[config.mk]
export PLATFORM = sky130hd
export DESIGN_NAME = mem_stage
export DESIGN_NICKNAME = d
export VERILOG_FILES = /design/src/rtl/mem_stage.sv
export SDC_FILE = /design/constraint.sdc
export NUM_CORES = 1
export LEC_CHECK = 0
export ABC_AREA = 1
export CORE_AREA = 2 2 147 149
export DETAILED_ROUTE_END_ITERATION = 12
export DIE_AREA = 0 0 149 151
export GPL_TIMING_DRIVEN = 0
export PLACE_DENSITY = 0.83
export REMOVE_ABC_BUFFERS = 1
export SETUP_SLACK_MARGIN = 0.05
export SLEW_MARGIN = 0
export SYNTH_ARGS = -nofsm -noshare
export SYNTH_HDL_FRONTEND = slang
export SYNTH_SLANG_ARGS = --single-unit
[constraint.sdc]
create_clock -name clk -period 16.5 [get_ports clk]
set_input_delay 1.65 -clock clk [delete_from_list [all_inputs] [get_ports clk]]
set_output_delay 1.65 -clock clk [all_outputs]
set_load 0.005 [all_outputs]
[src/rtl/mem_stage.sv]
// mem_stage: MEM pipeline stage of the in-order core.
// Issues loads/stores to a handshaked data memory, produces a one-cycle
// writeback strobe and a one-cycle redirect pulse for taken control transfers.
// Optional feature: define MEM_ALIGN_CHECK_EN to reject misaligned memory ops
// (no request, misalign_err pulse). Undefined: low address bits are forced to 00.

module mem_stage (
    input  logic        clk,
    input  logic        rst,
    input  logic        in_valid,
    input  logic [31:0] alu_result,
    input  logic [31:0] read_data_2,
    input  logic [31:0] pc_addimm,
    input  logic        zero_flag,
    input  logic [1:0]  pc_src,
    input  logic        reg_write,
    input  logic [1:0]  mem_to_reg,
    input  logic        mem_write,
    input  logic        branch,
    input  logic [2:0]  b_type,
    input  logic [4:0]  reg_write_addr,
    input  logic [31:0] pc_add4,
    output logic        stall,
    output logic        dmem_req,
    output logic        dmem_we,
    output logic [31:0] dmem_addr,
    output logic [31:0] dmem_wdata,
    input  logic        dmem_ack,
    input  logic [31:0] dmem_rdata,
    output logic        wb_valid,
    output logic        wb_reg_write,
    output logic [4:0]  wb_addr,
    output logic [31:0] wb_data,
    output logic        redirect_valid,
    output logic [31:0] redirect_pc,
    output logic        misalign_err
);

    typedef enum logic [1:0] {
        IDLE   = 2'd0,
        ACCESS = 2'd1,
        DONE   = 2'd2
    } state_t;

    state_t state_q, state_d;

    logic        isLoad;
    logic        isMemOp;
    logic        accept;
    logic        misaligned;
    logic        issueMem;
    logic        taken;
    logic [31:0] redirTarget;
    logic [31:0] aluWbData;
    logic [31:0] memWbData;
    logic        capIsLoad;

    logic        we_q;
    logic [31:0] addr_q;
    logic [31:0] wdata_q;
    logic [31:0] pcAdd4_q;
    logic [31:0] pcAddImm_q;
    logic        regWrite_q;
    logic [1:0]  memToReg_q;
    logic [4:0]  rd_q;

    logic        wbValid_q;
    logic        wbRegWrite_q;
    logic [4:0]  wbAddr_q;
    logic [31:0] wbData_q;
    logic        redirValid_q;
    logic [31:0] redirPc_q;

    // Decode the incoming bundle: memory-op class, acceptance, branch outcome and writeback value.
    always_comb begin
        isLoad   = reg_write && (mem_to_reg == 2'b01);
        isMemOp  = mem_write || isLoad;
        accept   = (state_q == IDLE) && in_valid;
`ifdef MEM_ALIGN_CHECK_EN
        misaligned = isMemOp && (alu_result[1:0] != 2'b00);
`else
        misaligned = 1'b0;
`endif
        issueMem = accept && isMemOp && !misaligned;

        taken = 1'b0;
        case (pc_src)
            2'b10, 2'b11: taken = 1'b1;
            2'b01: taken = branch && (((b_type == 3'b000) && zero_flag) ||
                                      ((b_type == 3'b001) && !zero_flag));
            default: taken = 1'b0;
        endcase

        redirTarget = (pc_src == 2'b11) ? {alu_result[31:1], 1'b0} : pc_addimm;

        aluWbData = 32'h0;
        case (mem_to_reg)
            2'b00: aluWbData = alu_result;
            2'b10: aluWbData = pc_add4;
            2'b11: aluWbData = pc_addimm;
            default: aluWbData = 32'h0;
        endcase
    end

    // Writeback value for a completed memory op, taking load data straight from the memory port.
    always_comb begin
        capIsLoad = regWrite_q && (memToReg_q == 2'b01);
        memWbData = 32'h0;
        case (memToReg_q)
            2'b00: memWbData = addr_q;
            2'b01: memWbData = dmem_rdata;
            2'b10: memWbData = pcAdd4_q;
            2'b11: memWbData = pcAddImm_q;
            default: memWbData = 32'h0;
        endcase
    end

    // State register; reset abandons any in-flight access.
    always_ff @(posedge clk or posedge rst) begin
        if (rst) begin
            state_q <= IDLE;
        end else begin
            state_q <= state_d;
        end
    end

    // Next-state logic: one DONE bubble after the acknowledge before accepting again.
    always_comb begin
        state_d = state_q;
        case (state_q)
            IDLE:    if (issueMem) state_d = ACCESS;
            ACCESS:  if (dmem_ack) state_d = DONE;
            DONE:    state_d = IDLE;
            default: state_d = IDLE;
        endcase
    end

    // Capture the whole bundle of an issued memory op so the request stays stable while stalled.
    always_ff @(posedge clk or posedge rst) begin
        if (rst) begin
            we_q       <= 1'b0;
            addr_q     <= 32'h0;
            wdata_q    <= 32'h0;
            pcAdd4_q   <= 32'h0;
            pcAddImm_q <= 32'h0;
            regWrite_q <= 1'b0;
            memToReg_q <= 2'b00;
            rd_q       <= 5'd0;
        end else if (issueMem) begin
            we_q       <= mem_write;
            addr_q     <= alu_result;
            wdata_q    <= read_data_2;
            pcAdd4_q   <= pc_add4;
            pcAddImm_q <= pc_addimm;
            regWrite_q <= reg_write;
            memToReg_q <= mem_to_reg;
            rd_q       <= reg_write_addr;
        end
    end

    // Writeback and redirect strobes: single-cycle pulses, data fields held between pulses.
    // Memory ops never redirect; the decoder only routes control transfers through the ALU path.
    always_ff @(posedge clk or posedge rst) begin
        if (rst) begin
            wbValid_q    <= 1'b0;
            wbRegWrite_q <= 1'b0;
            wbAddr_q     <= 5'd0;
            wbData_q     <= 32'h0;
            redirValid_q <= 1'b0;
            redirPc_q    <= 32'h0;
        end else begin
            wbValid_q    <= 1'b0;
            redirValid_q <= 1'b0;
            if (accept && !isMemOp) begin
                wbValid_q    <= 1'b1;
                wbRegWrite_q <= reg_write;
                wbAddr_q     <= reg_write_addr;
                wbData_q     <= aluWbData;
                redirValid_q <= taken;
                redirPc_q    <= redirTarget;
            end else if (accept && misaligned) begin
                wbValid_q    <= 1'b1;
                wbRegWrite_q <= 1'b0;
                wbAddr_q     <= reg_write_addr;
                wbData_q     <= 32'h0;
            end else if ((state_q == ACCESS) && dmem_ack) begin
                wbValid_q    <= 1'b1;
                wbRegWrite_q <= regWrite_q && !(capIsLoad && (rd_q == 5'd0));
                wbAddr_q     <= rd_q;
                wbData_q     <= memWbData;
            end
        end
    end

`ifdef MEM_ALIGN_CHECK_EN
    logic misalign_q;

    // One-cycle error pulse for a rejected misaligned memory op.
    always_ff @(posedge clk or posedge rst) begin
        if (rst) begin
            misalign_q <= 1'b0;
        end else begin
            misalign_q <= accept && misaligned;
        end
    end

    assign misalign_err = misalign_q;
    assign dmem_addr    = addr_q;
`else
    assign misalign_err = 1'b0;
    assign dmem_addr    = {addr_q[31:2], 2'b00};
`endif

    assign stall          = (state_q != IDLE);
    assign dmem_req       = (state_q == ACCESS);
    assign dmem_we        = (state_q == ACCESS) && we_q;
    assign dmem_wdata     = wdata_q;
    assign wb_valid       = wbValid_q;
    assign wb_reg_write   = wbRegWrite_q;
    assign wb_addr        = wbAddr_q;
    assign wb_data        = wbData_q;
    assign redirect_valid = redirValid_q;
    assign redirect_pc    = redirPc_q;

endmodule

---- Word level (Yosys, flattened, before mapping) ----
Index checks and enable logic that the tools add are counted.
Widths: inputs -> output; s select.
operators by class
  eq/ne operators ......................... 13
  reductions and logical operators ........ 26
  muxes and demuxes ....................... 16
operator list
  operator            count
  $pmux 32 s4         1
  $mux 32             3
  $pmux 32 s3         1
  $eq 2x2->1 const B  6
  $logic_and 1x1->1   12
  $mux 5              2
  $eq 2x1->1 const B  4
  $logic_not 2->1     3
  $logic_not 5->1     1
  $mux 1              5
  $mux 2              2
  $pmux 2 s2          1
  $reduce_bool 2->1   2
  $eq 3x1->1 const B  1
  $logic_not 1->1     3
  $logic_not 3->1     1
  $logic_or 1x1->1    2
  $ne 2x1->1 const B  1
  $ne 2x2->1 const B  1
  $pmux 1 s2          1
  $reduce_and 2->1    1
  $reduce_or 2->1     1
storage, ports and cells
  register bits ........................... 211
  input port bits ......................... 180
  word-level logic and storage cells ...... 70
  output and inout port bits .............. 140

---- Depth between registers and ports, before layout ----
Gate-level depths: netlist of the first run.
  word-level depth ........................ 7
  mapped depth ............................ 10
  gate-level depth less buffers ........... 8

---- Worst setup path after synthesis of the first run ----
OpenSTA, ideal clock, no wires.
  path kind ............................... input -> register
  from .................................... input port mem_to_reg[0]
  to ...................................... register wbData_q[21] (netlist: wb_data[21])
  arrival ................................. 2.459 ns
  data required time ...................... 16.435 ns
  cell stages on the path ................. 8
  buffers on the path ..................... 1
  setup slack ............................. 13.976 ns
  library setup time ...................... 0.065 ns
  cell sequence ........................... nor2_1 > clkbuf_1 > nand2_1 > nand3_1 > nand2_1 > nand2_1 > nand2_1 > nand2_1
between the ends
  cells in the longest elaborated chain, start to end .. 6
  elaborated cells between the ends (all ways) .. 11
  those cells by class .................... eq/ne: 3; mux: 2; reduce/logical: 6
RTL lines
  what                                                 RTL line  text
  start, declared                                      17        input logic [1:0] mem_to_reg,
  $eq 2x1->1                                           76        isLoad = reg_write && (mem_to_reg == 2'b01);
  $logic_and 1x1->1                                    76
  $logic_or 1x1->1                                     77        isMemOp = mem_write || isLoad;
  $logic_not 1->1                                      174       if (accept && !isMemOp) begin
  $logic_and 1x1->1                                    174
  $mux 32 / $reduce_bool 2->1 (equally long branches)  --
  end signal, assigned                                 178       wbData_q <= aluWbData;
  end signal, assigned                                 190       wbData_q <= memWbData;
  end, declared                                        70        logic [31:0] wbData_q;
Parallel ways exist; a longest one is shown, timed or not.
A chain may end at the register's enable or synchronous reset.

---- Final worst setup path of the first run ----
  from .................................... input port mem_to_reg[0]
  to ...................................... register wbData_q[24] (netlist: wb_data[24])
Same word-level chain as after synthesis.

==> results of run 1 <==
stage by stage:
step | setup WS [ns] | std cells | util (%)
global route | 11.94 | 1942 | 68.84
global placement | 6.235 | 1888 | 63.79
CTS | 12.11 | 1941 | 68.83
detailed placement | 11.62 | 1899 | 65.26
finish | 12.07 | 1942 | 68.84
floorplan | 9.084 | 1297 | -
cells in the final DEF (no fill, tap or decap):
master / instances
nand2_2: 1
inv_8: 1
inv_2: 5
nand2_8: 1
a31oi_1: 30
inv_6: 1
nor2_4: 6
nand3_1: 163
bufinv_16: 2
buf_12: 7
buf_2: 2
xnor2_1: 1
clkbuf_16: 23
clkbuf_1: 7
a22oi_1: 5
diode_2: 1
nor2_1: 34
clkdlybuf4s50_1: 314
dfrtp_2: 2
buf_16: 4
clkinv_2: 6
inv_4: 1
nand2_1: 770
o21bai_1: 1
inv_1: 19
dfrtp_1: 209
nand3_2: 2
conb_1: 3
nor3_1: 1
o21ai_0: 13
nand4_1: 29
clkbuf_8: 3
area by class of cell:
| cell class | instances | area [um2] |
|---|---|---|
| sequential | 211 | 5283 |
| clock buffer | 33 | 643.1 |
| clock inverter | 9 | 98.84 |
| antenna | 1 | 2.502 |
| timing repair buffer | 327 | 3403 |
| inverter | 26 | 107.6 |
| fill | 1657 | 6489 |
| multi-input combinational | 1060 | 4452 |
| tap | 275 | 344.1 |
metal layers:
layer	up-vias	routed length [um]
met4	0	1280
met5	-	0
li1	4929	-
met1	4868	13240
met3	114	3877
met2	635	16500
registers in the layout, summed over array words and instances, names as in the netlist, 2 cells and up:
name	flops
state_q	2
addr_q	32
memToReg_q	2
pcAddImm_q	32
wb_data	32
rd_q	5
wb_addr	5
dmem_wdata	32
redirect_pc	32
pcAdd4_q	32
logic make-up after synthesis:
kind of cell / after synthesis / synth area share (%)
other: 1 / 0.03577
XOR/XNOR: 1 / 0.08357
flip-flops: 211 / 50.37
AO/OA/AOI/OAI: 49 / 2.841
buffers and inverters: 150 / 7.746
AND/OR/NAND/NOR: 1007 / 38.92
worst register-to-register path, cell delays in order, from the launching register on:
cell	delay, ns
dfrtp_1	0.37
inv_1	0.08
nand2_1	0.08
nor2_1	0.36
nand2_8	0.51
inv_4	0.95
buf_16	0.36
o21ai_0	0.14
power by group through the flow:
stage,Sequential (mW),Clock (mW),Combinational (mW)
6_report,0.785,0.515,0.686
2_1_floorplan,0.787,0,0.273
3_3_place_gp,0.797,0,0.640
5_1_grt,0.803,0.547,0.756
4_1_cts,0.783,0.521,0.689
3_5_place_dp,0.789,0,0.682
how the worst max path moves through the flow:
| stage | from | to | cells past startpoint | slack (ns) |
|---|---|---|---|---|
| after global placement | rst | wb_addr[0] | 2 | 6.23 |
| final | mem_to_reg[0] | wb_data[24] | 10 | 12.07 |
| after floorplan | rst | addr_q[0] | 1 | 9.08 |
| after global routing | mem_to_reg[1] | wb_data[24] | 11 | 11.94 |
| after detailed placement | mem_to_reg[1] | wb_data[22] | 11 | 11.62 |
| after CTS | mem_to_reg[1] | wb_data[24] | 11 | 12.11 |
==> summary.txt, run 1 <==
CTS tree -> yes
Routing usage on met3 -> 8.102%
Pre-Repair DR Iteration Count -> 5
Synth unique cells -> 23
Worst stage delay on the critical path -> 0.74 ns
P_sw -> 0.6568 mW
Crit-path slowest cell -> nor2_4
Worst Setup Start Kind -> input pin
Io pins -> 320
Tot Pwr -> 1.986 mW
Reg2reg setup slack -> 13.50 ns
Sum of negative setup slack -> 0 ns
Min-delay src -> dmem_wdata[7]
Clock-pin slew of the registers on the worst-case setup and hold paths -> 0.06 ns
Delay-heaviest family, CP -> buffers and inverters
GR Layer Usage met1 -> 38.48%
Ys async rst share -> 100.0%
EDFF count, synth -> 0
Gr busiest metal -> met2
CP endpoint kind -> register
Synthesized flop and latch total -> 211
Clock root buffer -> clkbuf_16
Largest net degree at the start of global routing -> 136
Reg power frac -> 39.5%
Total CTS buffers -> 23
Die H -> 151 um
DRT Wirelength -> 34900 um
Endpoints failing hold -> 0
Die width -> 149 um
PwrDens -> 138.5 nW/um2
FMAX -> 225.7 MHz
CTS max path bufs -> 3
Actual slew at the worst max-slew pin -> 1.383 ns
Post-CTS Hold Fix Bufs -> 0
Crit path DAT -> 4.87 ns
Clock power share -> 25.9%
GRT Total Usage -> 30.54%
Starting Density -> 50.34%
Max-Cap Viols -> 0
Crit-path cells -> clkdlybuf4s50_1, nand3_2, nand2_1, nor2_4, buf_12, nor2_4, buf_12, inv_2, nand2_1, nand2_1
First-pass GRT wire length -> 54630 um
Fin nets -> 1829
Cell taking the most area after synthesis -> dfrtp_1
Vias in the first global route -> 10550
Placed Area -> 13590 um2
Peak VDD IR -> 0.08485 mV
Clock sink count -> 211
CP bufs+invs -> 4
DR WL/cell -> 17.97 um
Core area -> 20820 um2
R2R depth -> 7
Grt ovf -> 0
Resized cells post-CTS -> 0
WHS Path Cells -> 2
CP required -> 16.94 ns
Leakage power -> 6.965 nW
Yosys top cell area share -> 50.37%
Syn avg cell area -> 7.387 um2
Status -> complete, no violations
Critical setup path kind -> in2reg
Synth Instances -> 1419
H-tree depth -> 1
Register area share after synthesis -> 50.37%
Post-Syn Area -> 10480 um2
Clock Skews -> 0.006576 ns
Cell repeated most along the worst path -> nand2_1
Die area -> 22500 um2
Worst skew pair latency -> 0.51 ns
Period utilization -> 26.86%
# port buffers -> 316
Global placement routability congestion -> 0.8269
Post-route cell area -> 14330 um2
Met2 layer usage reported by global route -> 50.48%
Max transition margin -> 7.697%
Std-Cell Rows -> 53
Int Pwr -> 1.329 mW
Drt first-iter violations -> 690
Final min period -> 4.431 ns
Combinational power share -> 34.6%
# setup viols final -> 0
Area growth syn-to-layout -> 36.74%
Most frequent cell after synthesis -> nand2_1
Post-CTS Setup Inserts -> 0
Via/cell ratio -> 5.430
Initial antenna violation count -> 1
Sw Ratio -> 33.08%
Hold EP -> dmem_wdata[7]
Detail Placement HPWL -> 21470 um
Top cells by count, synth -> nand2_1, dfrtp_1, nand3_1
Max-slew violation count -> 0
Layout cells sized above 1 -> 4.022%
DRC errors left -> 0
R2r startpoint -> state_q[0]
Final hold slack -> 0.4787 ns
Largest cells by area after synthesis -> dfrtp_1, nand2_1, nand3_1, buf_4, buf_2
Synth warnings -> 0
Critical Path Fanout Max -> 34
Vias -> 10550
Post-route ant nets -> 0
Ys flop type -> dfrtp_1
Crit Reg-Reg Endpoint -> memToReg_q[0]
Min-delay worst type -> reg2reg
RSZ-0062 raised after global routing -> false
(Power assumes the default switching activity.)
==> run 2: changes to the inputs <==
--- a/config.mk
+++ b/config.mk
@@ -6,11 +6,11 @@
 export NUM_CORES = 1
 export LEC_CHECK = 0
 export ABC_AREA = 1
-export CORE_AREA = 2 2 147 149
+export CORE_AREA = 2 2 151 153
 export DETAILED_ROUTE_END_ITERATION = 12
-export DIE_AREA = 0 0 149 151
+export DIE_AREA = 0 0 153 155
 export GPL_TIMING_DRIVEN = 0
-export PLACE_DENSITY = 0.83
+export PLACE_DENSITY = 0.79
 export REMOVE_ABC_BUFFERS = 1
 export SETUP_SLACK_MARGIN = 0.05
 export SLEW_MARGIN = 0
==> constraint.sdc (replaced) <==
create_clock -name clk -period 4.22 [get_ports clk]
set_input_delay 0.422 -clock clk [delete_from_list [all_inputs] [get_ports clk]]
set_output_delay 0.422 -clock clk [all_outputs]
set_load 0.005 [all_outputs]
==> summary.txt, run 2 (synthesis results as in run 1) <==
Status -> complete, no violations
Core area -> 22230 um2 (+6.7%)
Clock Skews -> 0.007782 ns (+0.001206 ns)
Crit Reg-Reg Endpoint -> dmem_wdata[10]
Area growth syn-to-layout -> 37.79%
Cell repeated most along the worst path -> nand2_1
Crit-path slowest cell -> inv_4
Resized cells post-CTS -> 0 (unchanged)
Setup WS pre-CTS -> 0.6131 ns (-11.01 ns)
PwrDens -> 546.7 nW/um2 (+290%)
Critical setup path kind -> in2reg
Vias -> 10530 (-0.12%)
Max transition margin -> 4.827% (-2.9 points)
Post-CTS Setup Inserts -> 0 (unchanged)
Std-Cell Rows -> 55 (+3.8%)
# port buffers -> 316 (unchanged)
Starting Density -> 47.16% (-3.2 points)
DR WL/cell -> 17.81 um (-0.91%)
Max-Cap Viols -> 0 (unchanged)
Via/cell ratio -> 5.393 (-0.69%)
Reg2reg setup slack -> 1.06 ns (-12.44 ns)
Dpl cells -> 1909 (+0.53%)
R2R depth -> 8 (+1)
R2r startpoint -> state_q[0]
Drt first-iter violations -> 705 (+2.2%)
Antenna diode count -> 0 (-1)
Min-delay worst type -> in2async
# setup viols final -> 0 (unchanged)
Layout cells sized above 1 -> 4.436% (+0.41 points)
Period utilization -> 75.82%
Max-slew violation count -> 0 (unchanged)
Largest net degree at the start of global routing -> 136 (unchanged)
H-tree depth -> 1 (unchanged)
Worst stage delay on the critical path -> 0.84 ns (+0.10 ns)
Commonest non-fill, non-tap cell in the layout -> nand2_1
CP required -> 4.67 ns (-12.27 ns)
Initial antenna violation count -> 1 (unchanged)
First-pass GRT wire length -> 54860 um (+0.43%)
Post-Layout Cell Count -> 1953 (+0.57%)
Commonest non-fill, non-tap cells in the layout -> nand2_1, clkdlybuf4s50_1, dfrtp_1
Final min period -> 3.199 ns
Actual slew at the worst max-slew pin -> 1.419 ns (+0.03581 ns)
CTS tree -> yes
Die width -> 153 um (+2.7%)
Clock-pin slew of the registers on the worst-case setup and hold paths -> 0.06 ns (about the same)
Crit-path cells -> clkdlybuf4s50_1, nand3_2, nand2_1, nand2_8, inv_4, buf_16, nand2_1, nand2_1
Global placement routability congestion -> 0.7764 (-6.1%)
DRT Wirelength -> 34780 um (-0.35%)
Grt ovf -> 0 (unchanged)
Fillers -> 1869 (+13%)
Post-route ant nets -> 0 (unchanged)
Die area -> 23720 um2 (+5.4%)
Die H -> 155 um (+2.6%)
CP bufs+invs -> 3 (-1)
Io pins -> 320 (unchanged)
Setup ws final -> 1.021 ns (-11.05 ns)
Final hold slack -> 0.4353 ns (-0.04342 ns)
Total CTS buffers -> 24 (+4.3%)
Crit path DAT -> 3.65 ns (-1.22 ns)
FMAX -> 312.5 MHz
Worst skew pair latency -> 0.52 ns (about the same)
Endpoints failing hold -> 0 (unchanged)
Post-CTS Hold Fix Bufs -> 0 (unchanged)
Fin nets -> 1830 (+0.055%)
Critical Path Fanout Max -> 135 (+300%)
CP endpoint kind -> register
CTS max path bufs -> 3 (unchanged)
DRC errors left -> 0 (unchanged)
RSZ-0062 raised after global routing -> false
Pre-Repair DR Iteration Count -> 5 (unchanged)
Worst Setup Start Kind -> input pin
Leakage power -> 7.011 nW (+0.67%)
Delay-heaviest family, CP -> buffers and inverters
Vias in the first global route -> 10500 (-0.46%)
Clock sink count -> 211 (unchanged)
GRT Total Usage -> 28.59% (-2.0 points)
Detail Placement HPWL -> 21880 um (+1.9%)
Peak VDD IR -> 0.2655 mV (+210%)
Clock root buffer -> clkbuf_16
-- run 2: cell count changes in the layout (fill, tap and decap cells not counted), sizes merged --
| cell | change |
|---|---|
| diode | -1 |
| clkinvlp | +2 |
| clkinv | +2 |
| inv | -2 |
| clkbuf | +1 |
| bufinv | -1 |
-- run 2: worst max-delay path by stage --
stage / from / end / slack (ns) / depth (start not counted)
final: mem_to_reg[0] / dmem_wdata[10] / 1.02 / 8
after detailed placement: mem_to_reg[0] / dmem_wdata[10] / 0.61 / 8
after global placement: rst / wb_addr[0] / -4.89 / 2
after CTS: mem_to_reg[0] / dmem_wdata[10] / 1.16 / 8
after floorplan: rst / addr_q[0] / -1.97 / 1
after global routing: state_q[0] / dmem_wdata[10] / 0.91 / 8
-- run 2: final cells by class --
cell class | count | area [um2] | share of cell area [%]
clock inverters | 10 | 80.08 | 0.5544
multi-input cells | 1060 | 4452 | 30.82
flip-flops and latches | 211 | 5283 | 36.57
repair buffers | 327 | 3426 | 23.72
clock buffers | 34 | 739.5 | 5.120
well taps | 285 | 356.6 | 2.469
inverters | 26 | 107.6 | 0.7450
-- run 2: metal layers --
metal | track usage, % | vias to the layer above | wire [um]
met4 | 9.965 | 2 | 993
met5 | 0 | - | 14
li1 | - | 4924 | -
met2 | 47.47 | 599 | 16570
met3 | 7.382 | 93 | 3749
met1 | 36.55 | 4915 | 13460
-- run 2: metrics by stage --
stage          setup TNS, ns  area [um2]  power, mW  util [%]
6_report                   0       14440      7.896     64.98
5_1_grt                    0       14440      8.347     64.98
4_1_cts                    0       14440      7.926     64.98
3_5_place_dp               0       13620      5.755     61.29
3_3_place_gp        -1408.84       13300      5.625     59.81
2_1_floorplan        -415.22        9776      4.147         -
-- run 2: power breakdown --
group | total, mW | leakage, nW | switching, mW | internal, mW
Sequential | 3.06 | 2.59 | 0.421 | 2.64
Clock | 2.14 | 0.409 | 0.865 | 1.28
Combinational | 2.69 | 4.01 | 1.31 | 1.38
Total | 7.90 | 7.01 | 2.60 | 5.30
